[src/rtl/hazard_scoreboard.sv]
// Per-register pending-write countdown that stalls the ID-stage instruction until its sources
// can be forwarded. Defining HAZARD_PERF_EN adds a saturating stall-cycle counter.
module hazard_scoreboard #(
  parameter int NUM_REGS   = 32,
  parameter int REG_ADDR_W = 5,
  parameter int MAX_LAT    = 3,
  parameter int CNT_W      = 2
) (
  input  logic                  i_clk,
  input  logic                  i_rst_n,
  input  logic                  i_id_valid,
  input  logic [REG_ADDR_W-1:0] i_id_rs,
  input  logic [REG_ADDR_W-1:0] i_id_rt,
  input  logic                  i_id_use_rs,
  input  logic                  i_id_use_rt,
  input  logic                  i_id_early_use,
  input  logic                  i_id_write_en,
  input  logic [REG_ADDR_W-1:0] i_id_rdest,
  input  logic [CNT_W-1:0]      i_id_latency,
  input  logic                  i_flush_id,
  output logic                  o_stall_pc,
  output logic                  o_stall_id,
  output logic                  o_stall_id_ex,
  output logic [31:0]           o_stall_count
);

  localparam logic [CNT_W-1:0]    LP_MAX_LAT  = CNT_W'(MAX_LAT);
  localparam logic [REG_ADDR_W:0] LP_NUM_REGS = (REG_ADDR_W+1)'(NUM_REGS);

  logic [CNT_W-1:0] r_cnt [NUM_REGS];
  logic [CNT_W-1:0] w_rs_cnt;
  logic [CNT_W-1:0] w_rt_cnt;
  logic [CNT_W-1:0] w_slack;
  logic [CNT_W-1:0] w_new_cnt;
  logic             w_live;
  logic             w_hazard;
  logic             w_issue;

  // Register 0 and indices beyond the implemented file always read as ready.
  always_comb begin
    w_rs_cnt = '0;
    w_rt_cnt = '0;
    if (i_id_rs != '0 && {1'b0, i_id_rs} < LP_NUM_REGS) w_rs_cnt = r_cnt[i_id_rs];
    if (i_id_rt != '0 && {1'b0, i_id_rt} < LP_NUM_REGS) w_rt_cnt = r_cnt[i_id_rt];
  end

  assign w_slack   = i_id_early_use ? '0 : CNT_W'(1);
  assign w_new_cnt = (i_id_latency > LP_MAX_LAT) ? LP_MAX_LAT : i_id_latency;
  assign w_live    = i_id_valid & ~i_flush_id;
  assign w_hazard  = w_live & ((i_id_use_rs & (w_rs_cnt > w_slack)) |
                               (i_id_use_rt & (w_rt_cnt > w_slack)));
  assign w_issue   = w_live & ~w_hazard;

  assign o_stall_pc    = w_hazard;
  assign o_stall_id    = w_hazard;
  assign o_stall_id_ex = w_hazard;

  // A new issue replaces any older countdown on the same register (WAW), even a larger one.
  always_ff @(posedge i_clk or negedge i_rst_n) begin
    if (!i_rst_n) begin
      for (int r = 0; r < NUM_REGS; r++) r_cnt[r] <= '0;
    end else begin
      for (int r = 0; r < NUM_REGS; r++) begin
        if (w_issue && i_id_write_en && r != 0 && i_id_rdest == REG_ADDR_W'(r))
          r_cnt[r] <= w_new_cnt;
        else if (r_cnt[r] != '0)
          r_cnt[r] <= r_cnt[r] - CNT_W'(1);
      end
    end
  end

`ifdef HAZARD_PERF_EN
  logic [31:0] r_stall_count;

  always_ff @(posedge i_clk or negedge i_rst_n) begin
    if (!i_rst_n)
      r_stall_count <= '0;
    else if (w_hazard && r_stall_count != 32'hFFFF_FFFF)
      r_stall_count <= r_stall_count + 32'd1;
  end

  assign o_stall_count = r_stall_count;
`else
  assign o_stall_count = '0;
`endif

endmodule

[config.mk]
export PLATFORM = sky130hd
export DESIGN_NAME = hazard_scoreboard
export DESIGN_NICKNAME = d
export VERILOG_FILES = /design/src/rtl/hazard_scoreboard.sv
export SDC_FILE = /design/constraint.sdc
export NUM_CORES = 1
export LEC_CHECK = 0
export CELL_PAD_IN_SITES_DETAIL_PLACEMENT = 0
export CELL_PAD_IN_SITES_GLOBAL_PLACEMENT = 2
export CORE_MARGIN = 5
export CORE_UTILIZATION = 38
export DETAILED_ROUTE_END_ITERATION = 16
export GPL_TIMING_DRIVEN = 0
export HOLD_SLACK_MARGIN = 0.02
export PLACE_DENSITY_LB_ADDON = 0.2
export SYNTH_ARGS = -nofsm -noshare
export SYNTH_HDL_FRONTEND = slang
export SYNTH_SLANG_ARGS = --single-unit
[constraint.sdc]
create_clock -name i_clk -period 4.4 [get_ports i_clk]
set_clock_uncertainty 0.1 [all_clocks]
set_input_delay 0.66 -clock i_clk [delete_from_list [all_inputs] [get_ports i_clk]]
set_output_delay 0.66 -clock i_clk [all_outputs]
set_load 0.1 [all_outputs]
======== After elaboration in Yosys (flattened, before gate mapping) ========
Cells that the tools add are included.
storage, ports and cells
  bits in registers ....................... 64
  ROM bits ................................ 0
  bits of input ports ..................... 25
  logic and storage cells ................. 279
  bits in latches ......................... 0
  memories ................................ 0
  RAM bits ................................ 0
  output and inout port bits .............. 35
operators by class
  magnitude comparators ................... 5
  div/mod/pow operators ................... 0
  eq/ne operators ......................... 31
  muxes and demuxes ....................... 72
  shifts and indexed selects .............. 0
  bitwise logic cells ..................... 10
  multipliers ............................. 0
  add/sub/neg operators ................... 32
  reductions and logical operators ........ 97
operator list
  kind                                                                number
  2-bit two-way mux                                                   69
  2-bit nonzero test                                                  63
  5-bit == test, second input constant                                16
  2-bit by 1-bit subtractor with 2-bit output, second input constant  32
  5-bit by 4-bit == test with 1-bit output, second input constant     8
  1-bit logical AND                                                   32
  2-bit binary-select mux with 5-bit select                           2
  5-bit by 3-bit == test with 1-bit output, second input constant     4
  6-bit greater-or-equal comparator, second input constant            2
  5-bit inverter with 6-bit output                                    2
  5-bit by 2-bit == test with 1-bit output, second input constant     2
  5-bit nonzero test                                                  2
  1-bit bitwise AND                                                   5
  5-bit by 1-bit == test with 1-bit output, second input constant     1
  2-bit by 1-bit greater-than comparator with 1-bit output            2
  2-bit greater-than comparator, second input constant                1
  1-bit inverter                                                      2
  1-bit two-way mux                                                   1
  1-bit bitwise OR                                                    1

======== Depth between registers and ports, before layout ========
  depth after elaboration ................. 14
  gate-level depth with buffers ........... 14
  mapped depth without buffers ............ 11

======== Worst setup path after synthesis ========
No wires, ideal clock.
  path kind ............................... input port to output port
  start point ............................. input i_id_rs[0]
  end point ............................... output o_stall_id_ex
  setup slack ............................. -2,101 ps
  path buffers ............................ 3
  stages .................................. 12
  data required time ...................... 3,640 ps
  arrival time ............................ 5,741 ps
  cells stage by stage .................... buf_6 buf_1 mux4_2 mux4_2 nand2_1 nand2_1 o31ai_1 ha_1 nor2_1 a22oi_1 a21boi_0 buf_4
on the way
  longest elaborated chain between the ends .. 9
  elaborated cells on any way between the ends .. 10
  classes of those cells .................. order compare: 1; mux: 4; bitwise: 4; reduce/logical: 1
ends and longest elaborated chain
  item                                                          line  text
  start, declared                                               12    input logic [REG_ADDR_W-1:0] i_id_rs,
  5-bit inverter with 6-bit output (implied by the code)        43    if (i_id_rs != '0 && {1'b0, i_id_rs} < LP_NUM_REGS) w_rs_cnt = r_cnt[i_id_rs];
  2-bit binary-select mux with 5-bit select                     43
  2-bit two-way mux (implied by the code) (2 in a row)          43
  2-bit two-way mux (*)                                         43
  2-bit by 1-bit greater-than comparator with 1-bit output (*)  50    assign w_hazard = w_live & ((i_id_use_rs & (w_rs_cnt > w_slack)) |
  1-bit bitwise AND (*)                                         50
  1-bit bitwise OR (*)                                          50
  1-bit bitwise AND (*)                                         50
  end, declared                                                 23    output logic o_stall_id_ex,
Mark *: on every way between the ends. The rest lies on a longest branch, timed or not. The select of a mux whose other input is x is not followed.

======== Worst setup path in the final report ========
  start point ............................. input i_id_rs[0]
  end point ............................... output o_stall_pc
on the way
  longest elaborated chain between the ends .. 9
  elaborated cells on any way between the ends .. 10
  classes of those cells .................. order compare: 1; mux: 4; bitwise: 4; reduce/logical: 1
ends and longest elaborated chain
  item                                                          line  text
  5-bit inverter with 6-bit output (implied by the code)        43
  2-bit binary-select mux with 5-bit select                     43
  2-bit two-way mux (implied by the code) (2 in a row)          43
  2-bit two-way mux (*)                                         43
  2-bit by 1-bit greater-than comparator with 1-bit output (*)  50
  1-bit bitwise AND (*)                                         50
  1-bit bitwise OR (*)                                          50
  1-bit bitwise AND (*)                                         50
  end, declared                                                 21    output logic o_stall_pc,
Marks and branches as above.

==> results.ini <==
[setup_path]
r2r-start=r_cnt[2]
rrSetupSlack_ps=720
worstPathArrival_ps=3500
critPathSlowestCell=mux4_2
slowest_delay_ps=550
critPathCaptureType=primary output
cp_data_required_time_ps=3640
crit_top_cell=buf_12
reg2reg_depth=11
cp-start-kind=input port
worst-path-max-fanout=10
crit_chain=clkdlybuf4s15_2, buf_12, buf_12, mux4_2, mux4_2, nand2_1, nand2_1, o31ai_1, ha_1, nor2_1, a22oi_2, a21boi_4, buf_12, buf_12
r2r-end=r_cnt[56]
worstSetupPathType=input port to primary output

[floorplanning]
die_h_um=129
rows=43
die_x_um=129
die_area_um2=16700
start_util_pct=38.8
core_area_um2=13900
io-pin-count=60

[power_and_ir_drop]
p_per_area_nw_per_um2=662
seqPwrFrac_pct=29.5
p_int_uw=2630
p_sw_share_pct=37.7
pwr-share-clk_pct=15.6
p_leak_uw=0.00288
switchingPower_uw=1590
p_comb_share_pct=54.9
worst_ir_drop_vdd_v=0.000227

[drt]
met1_length_mm=6.55
met3_length_um=745
via_per_inst=5.30
dr.pass1.iters=5
wl_mm=14.3
antenna_left=0
vias=3951
dr.first_iter.drc_count=164
dr.max_layer_used=met4
drc=0
wl_per_cell_um=19.1
route.met2.wl_mm=6.58

[timing]
min_period_ps=4260
worstMarginPinSlew_ps=884
slew_violations=0
fin_setup_tns_ps=0
fin_hold_ws_ps=319
setup_viol=0
hold_viol=0
fmax_mhz=235
finalCritPeriodShare_pct=96.9
slew_headroom_pct=41.1

[placed_design]
hpwl_mm=11.1
portBuffers=24
place_congestion=0.851

[clock_tree]
clock_path_buffers=2
clkLatencyLatePin_ps=340
tritoncts=done
cts-root-buf=clkbuf_16
cts_inserted_buffers=9
htreeDepth=3
cts_hold_buf=0
clk_pin_slew_ps=50
cts.sinks=64

[yosys]
ys_seq_area_share_pct=29.7
synthArstFlopShare_pct=100
syn_area_per_cell_um2=10.9
synth.top_cell.area_share_pct=29.7
syn_inst=493
synth_commonest_cells=67 x inv_1, 64 x dfrtp_1, 55 x mux2_2
yosys_warnings=0
yosysMostFrequentCell=inv_1
synth_cell_types=42
synth_ff_type=dfrtp_1
ys_ff_latch=64
synth.area.top_cells=dfrtp_1 30%, mux4_2 12%, mux2_2 11%
synth_area_leader_cell=dfrtp_1
syn_area_um2=5390
synth-edff-count=0

[finish]
antennaDiodeCount=0
largest_reg_flops=64
area_growth_syn_to_layout_pct=18.3
drive_gt1_share_pct=28.1
largest_register=r_cnt
seq_area_um2=1600
post-route-util_pct=45.9
layout.nets=621
fill_cells=1314
multiInputGateArea_um2=3280
reg_top3=r_cnt: 64 flops

[global_routing]
track_usage_pct=17.8
grt_first_pass_wirelength_mm=22.1
grt.overflow.total=0
grt_pass1_vias=3856
grt_max_degree=65
antenna_found_initial=0

[job]
cap_violations=0

[run_status]
status=completed

[hold_path]
hold_path_class=input port to asynchronous set/reset pin

[cell families (layout without fill, tap and decap cells)]
kind of cell	count (synthesis)	in the layout	synth area share [%]
buf+inv	124	166	11.8
mux	123	123	32.0
simple gates	84	84	9.24
flops	64	64	29.7
fa+ha+maj	34	34	7.89
xor+xnor	32	32	5.20
compound gates	31	31	4.04
other cells	1	32	0.0696
[stage by stage]
step                      power (uW)  worst slack [ps]  std cells  instance area (um^2)
after floorplan                 3060              5.81        524                  5550
after global placement          3410             -1630        728                  6020
after detailed placement        3560             -1660        728                  6020
after CTS                       4250              23.2        743                  6330
after global routing            4560             -1.24        746                  6370
final                           4220               136        746                  6370
[power groups by stage]
stage / Sequential (uW) / Clock (uW) / Combinational (uW)
4_1_cts: 1240 / 677 / 2330
3_5_place_dp: 1250 / 0 / 2310
6_report: 1240 / 659 / 2320
3_3_place_gp: 1240 / 0 / 2170
5_1_grt: 1290 / 703 / 2570
2_1_floorplan: 1140 / 0 / 1930
[routing by layer]
layer / up-vias / GRT usage, %
met5: - / 0
met4: 0 / 7.47
met3: 22 / 3.50
met2: 103 / 27.7
met1: 1968 / 24.3
li1: 1858 / -
[worst max path at each step]
stage                           from             to
after floorplan           i_id_rt[1]  o_stall_id_ex
after global placement    i_id_rs[1]  o_stall_id_ex
after detailed placement  i_id_rs[1]     o_stall_pc
after CTS                 i_id_rt[1]     o_stall_pc
after global routing      i_id_rs[0]     o_stall_pc
final                     i_id_rs[0]     o_stall_pc
[layout by cell type (no fill, tap or decap), drive strengths merged, types with 2 or more instances in the layout]
master	n
inv	67
dfrtp	64
mux2	63
buf	55
ha	34
xnor2	32
conb	32
mux4	32
mux2i	28
clkbuf	25
nand2	19
clkdlybuf4s50	18
nand4	16
o21ai	14
nor2	12
and4b	10
nor3	6
nand4b	5
nor2b	4
nand2b	4
a22oi	3
o31ai	2
or3b	2
o221ai	2
a211o	2
o221a	2
a31oi	2
[area by class of cell]
class / instances / area share (%)
multi-input combinational: 336 / 51.5
tap: 180 / 3.53
sequential: 64 / 25.1
clock buffer: 15 / 4.20
inverter: 67 / 3.95
timing repair buffer: 27 / 4.36
buffer: 57 / 7.34
[critical path: cells and delay by family]
| family | cells | cell delay, ps |
|---|---|---|
| and+or+nand+nor | 3 | 240 |
| buffers and inverters | 5 | 800 |
| muxes | 2 | 1060 |
| adders and majority gates | 1 | 280 |
| AOI/OAI and AO/OA | 3 | 440 |
[timing repair]
| action | 4_1_cts | 5_1_grt |
|---|---|---|
| resized for setup | 37 | 10 |
| pin swaps | 1 | 1 |
| setup buffers | 0 | 3 |
| endpoints found under the setup margin | 65 | 21 |
(Power assumes the default switching activity.)
